<file path="src/rtl/ifid_queue.sv">
// IF/ID fetch queue: buffers {pc, pc+4, instr} from fetch and presents them in order to decode.
// Outputs are driven only from registered state; a flush empties the queue synchronously.
module ifid_queue #(
  parameter int unsigned WIDTH = 32,
  parameter int unsigned DEPTH = 2
) (
  input  logic                       clk_in,
  input  logic                       rst_in,
  input  logic                       flush_in,
  input  logic                       if_valid_in,
  output logic                       if_ready_out,
  input  logic [WIDTH-1:0]           pc_in,
  input  logic [WIDTH-1:0]           pc_plus4_in,
  input  logic [31:0]                instr_in,
  output logic                       id_valid_out,
  input  logic                       id_ready_in,
  output logic [WIDTH-1:0]           pc_out,
  output logic [WIDTH-1:0]           pc_plus4_out,
  output logic [31:0]                instr_out,
  output logic                       stall_pc_out,
  output logic [$clog2(DEPTH):0]     count_out
);

  localparam int unsigned PtrW = $clog2(DEPTH);
  localparam int unsigned CntW = PtrW + 1;
  localparam logic [CntW-1:0] DepthC = CntW'(DEPTH);
  localparam logic [31:0] NopInstr = 32'h0000_0013;

  logic [WIDTH-1:0] pc_q       [DEPTH];
  logic [WIDTH-1:0] pc_plus4_q [DEPTH];
  logic [31:0]      instr_q    [DEPTH];

  logic [PtrW-1:0] wr_ptr_q, wr_ptr_d;
  logic [PtrW-1:0] rd_ptr_q, rd_ptr_d;
  logic [CntW-1:0] count_q, count_d;

  logic push, pop;
  logic not_full, not_empty;

  assign not_full  = (count_q < DepthC);
  assign not_empty = (count_q != '0);
  assign push      = if_valid_in & not_full;
  assign pop       = not_empty & id_ready_in;

  always_comb begin
    wr_ptr_d = wr_ptr_q;
    rd_ptr_d = rd_ptr_q;
    count_d  = count_q;
    if (flush_in) begin
      wr_ptr_d = '0;
      rd_ptr_d = '0;
      count_d  = '0;
    end else begin
      if (push) wr_ptr_d = wr_ptr_q + PtrW'(1);
      if (pop)  rd_ptr_d = rd_ptr_q + PtrW'(1);
      unique case ({push, pop})
        2'b10:   count_d = count_q + CntW'(1);
        2'b01:   count_d = count_q - CntW'(1);
        default: count_d = count_q;
      endcase
    end
  end

  always_ff @(posedge clk_in or negedge rst_in) begin
    if (!rst_in) begin
      wr_ptr_q <= '0;
      rd_ptr_q <= '0;
      count_q  <= '0;
      for (int i = 0; i < int'(DEPTH); i++) begin
        pc_q[i]       <= '0;
        pc_plus4_q[i] <= '0;
        instr_q[i]    <= '0;
      end
    end else begin
      wr_ptr_q <= wr_ptr_d;
      rd_ptr_q <= rd_ptr_d;
      count_q  <= count_d;
      // A push in a flush cycle is dropped, so the slot write is suppressed too.
      if (push && !flush_in) begin
        pc_q[wr_ptr_q]       <= pc_in;
        pc_plus4_q[wr_ptr_q] <= pc_plus4_in;
        instr_q[wr_ptr_q]    <= instr_in;
      end
    end
  end

  always_comb begin
    if_ready_out = not_full;
    stall_pc_out = ~not_full;
    id_valid_out = not_empty;
    count_out    = count_q;
    pc_out       = '0;
    pc_plus4_out = '0;
    instr_out    = NopInstr;
    if (not_empty) begin
      pc_out       = pc_q[rd_ptr_q];
      pc_plus4_out = pc_plus4_q[rd_ptr_q];
      instr_out    = instr_q[rd_ptr_q];
    end
  end

endmodule

</file>
<file path="config.mk">
export PLATFORM = sky130hd
export DESIGN_NAME = ifid_queue
export DESIGN_NICKNAME = d
export VERILOG_FILES = /design/src/rtl/ifid_queue.sv
export SDC_FILE = /design/constraint.sdc
export NUM_CORES = 1
export LEC_CHECK = 0
export ABC_CLOCK_PERIOD_IN_PS = 2400
export CAP_MARGIN = 5
export CELL_PAD_IN_SITES_DETAIL_PLACEMENT = 1
export CELL_PAD_IN_SITES_GLOBAL_PLACEMENT = 2
export CORE_ASPECT_RATIO = 1.5
export CORE_MARGIN = 4
export CORE_UTILIZATION = 25
export CTS_CLUSTER_DIAMETER = 80
export DETAILED_ROUTE_END_ITERATION = 16
export HOLD_SLACK_MARGIN = 0.08
export PLACE_DENSITY = 0.69
export SETUP_SLACK_MARGIN = 0.4
export SLEW_MARGIN = 40
export SYNTH_ARGS = -nofsm -noshare
export SYNTH_HDL_FRONTEND = slang
export SYNTH_SLANG_ARGS = --single-unit
export TNS_END_PERCENT = 5
</file>
<file path="constraint.sdc">
create_clock -name clk_in -period 2.4 [get_ports clk_in]
set_clock_uncertainty 0.15 [all_clocks]
set_input_delay 0.48 -clock clk_in [delete_from_list [all_inputs] [get_ports clk_in]]
set_output_delay 0.48 -clock clk_in [all_outputs]
set_load 0.02 [all_outputs]
</file>
==> flow_summary.toml <==
[critical_path]
cp.required_ps = 1770
crit_fanout = 7
crit_path_top_delay_cell = "dfrtp_4"
max_stage_delay_ps = 540
crit_type = "register to output port"
crit_chain = "buf_12, buf_8, buf_6, mux2i_1, nor2_1, buf_4"
worstPathArrival_ps = 1780
crit_path_end_kind = "output port"
r2r_cells = 7
start_kind = "register"

[floorplanning]
core.rowCount = 83
chipWidth_um = 161
io_pins = 202
start_util_pct = 25.5
core_um2 = 34400
die_y_um = 237
dieArea_um2 = 38100

[synthesis]
syn_area_per_cell_um2 = 13.6
synthArstFlopShare_pct = 100
synth_edf_count = 0
ys_ff_latch = 196
synth_compound_area_share_pct = 0.229
synth_area_um2 = 8760
synthMuxAreaShare_pct = 35.8
synthXorXnorAreaFrac_pct = 0.200
seq_area_frac_synth_pct = 56.0
synthAdderAreaFrac_pct = 0
yosys_warnings = 0
synth_nets = 743
synthesis.instances = 642
synth_ff_type = "dfrtp_1"
ys_types = 20
yosysTopAreaCell = "dfrtp_1"
synth_area_leaders = "dfrtp_1 (56%), mux2_2 (20%), mux2i_1 (11%)"
yosysTopAreaCellShare_pct = 56.0
synth.most_common_cell = "dfrtp_1"
synth_top_family_by_area = "multiplexers"
synthTopCellsByCount = "dfrtp_1 (196), mux2_2 (153), mux2i_1 (96), nor2_1 (96), mux2_1 (40)"
synthSimpleGateAreaFrac_pct = 4.91

[clock_network]
numCtsBuffers = 17
cts_htree_levels = 4
cts.sinks = 196
clkLatencyLatePin_ps = 440
root_buffer = "clkbuf_16"
path_clk_slew_ps = 70
cts_tree = "done"
ctsLongestPathBuffers = 2

[global_route]
first_global_vias = 6857
grt_overflow = 0
antenna_found_initial = 0
grt_pass1_wl_um = 40400
grt_max_degree = 52
track_usage_pct = 13.6

[layout]
areaGrowthSynthToFinish_pct = 50.6
fill_cells = 3597
nets = 990
n_antenna_cell = 0
drive_above_1_share_pct = 45.0
final_util_pct = 38.4

[place]
globalplace.congestion = 0.692
post-dp-hpwl_um = 17900
io_buffers = 201

[min_path]
hold_class = "register to register"
hold_depth = 1

[route]
wl_met2_um = 14700
wirelength_um = 26700
top_layer = "met4"
routedWlPerCell_um = 19.5
met3_length_um = 897
routedLengthMet1_um = 10700
drtIter0Drc = 150
dr.pass1.iters = 4
avgViaCountPerCell = 4.36
vias = 5966
ant_nets = 0
drc_errors = 0

[timing]
timing.final.crit_period_ps = 2410
period_share_pct = 100
max_freq_mhz = 415
slew_violations = 0
whs_ps = 339
setup_tns_ps = -32.5
tightest_slew_ps = 400
hold_viol = 0
slew_headroom_pct = 73.3
setup_viol = 5
fin_ws_ps = -10.7
rsz0062_at_grt = "yes"

[outcome]
status = "complete, but fails checks"
violations = "setup timing"

[pwr]
power_density_nw_per_um2 = 832
ir_drop_v = 0.000446
power_leakage_nw = 5.80
power_w = 0.0110

[flow_run]
max_cap_violations = 0
-- per-stage QoR --
| stage | instances | setup slack (ps) | area (um2) |
|---|---|---|---|
| detailed placement | 1312 | -46.4 | 11800 |
| finish | 1369 | -10.7 | 13200 |
| floorplan | 642 | 336 | 8760 |
| global placement | 1312 | -36.8 | 11800 |
| CTS | 1354 | -163 | 12700 |
| global route | 1369 | -111 | 13200 |
-- metal layers --
metal	track usage [%]	up-vias
met3	3.05	17
li1	-	2722
met4	4.11	0
met2	25.9	113
met1	15.0	3114
met5	0	-
-- worst max-delay path: cells and delay by family (launching register included) --
kind / cells / cell delay (ps)
buffers and inverters: 4 / 580
DFF: 1 / 540
muxes: 1 / 110
and+or+nand+nor: 1 / 100
-- logic make-up after synthesis --
| family | count (synthesis) |
|---|---|
| AO/OA/AOI/OAI | 4 |
| multiplexers | 289 |
| buffers and inverters | 45 |
| XOR/XNOR | 2 |
| flip-flops | 196 |
| AND/OR/NAND/NOR | 106 |
-- worst paths after layout --
path / start / endpoint / slack [ps]
min: pc_plus4_q[6] / pc_plus4_q[6] / 340
min in group asynchronous: rst_in / pc_plus4_q[3] / 360
max reg2reg: count_out[1] / instr_q[25] / 170
max: rd_ptr_q / pc_out[10] / -10
min reg2reg: pc_plus4_q[6] / pc_plus4_q[6] / 340
max in group asynchronous: rst_in / rd_ptr_q / 1050
-- area by class of cell --
cell class | instances | area (um2) | share of cell area, %
sequential | 196 | 4910 | 37.2
tap | 467 | 584 | 4.43
clock inverter | 15 | 181 | 1.38
timing repair buffer | 271 | 2800 | 21.2
multi-input combinational | 401 | 4280 | 32.4
clock buffer | 17 | 425 | 3.23
inverter | 2 | 7.51 | 0.0569
-- where the power goes --
part	switching [W]	internal, W
combinational	0.00123	0.00198
sequential	0.000529	0.00422
clock	0.00135	0.00165
-- registers in the layout, summed over array words and instances, names as in the netlist --
register	count
count_out	2
instr_q	64
wr_ptr_q	1
pc_q	64
pc_plus4_q	64
rd_ptr_q	1
-- layout by cell type (no fill, tap or decap), drive strengths merged --
cell type	netlist	layout
dlygate4sd3	0	1
bufinv	0	3
clkinvlp	0	4
dfrtp	196	196
nand2	4	4
nor2	96	96
clkdlybuf4s15	0	2
buf	37	163
clkbuf	6	22
o21ai	2	2
clkinv	0	5
mux2	193	193
a21oi	2	2
nor2b	2	2
mux2i	96	96
nor3b	1	1
inv	2	5
xor2	2	2
dlygate4sd2	0	1
nand2b	2	2
nor3	1	1
clkdlybuf4s50	0	99
-- timing repair --
| action | 4_1_cts | 5_1_grt |
|---|---|---|
| endpoints found under the hold margin | 37 | 0 |
| hold buffers | 1 | 0 |
| pin swaps | 33 | 26 |
| gates cloned | 2 | 3 |
| setup endpoints to repair | 214 | 274 |
| gates resized for setup | 553 | 155 |
| buffers inserted | 7 | 12 |
(Power assumes the default switching activity.)
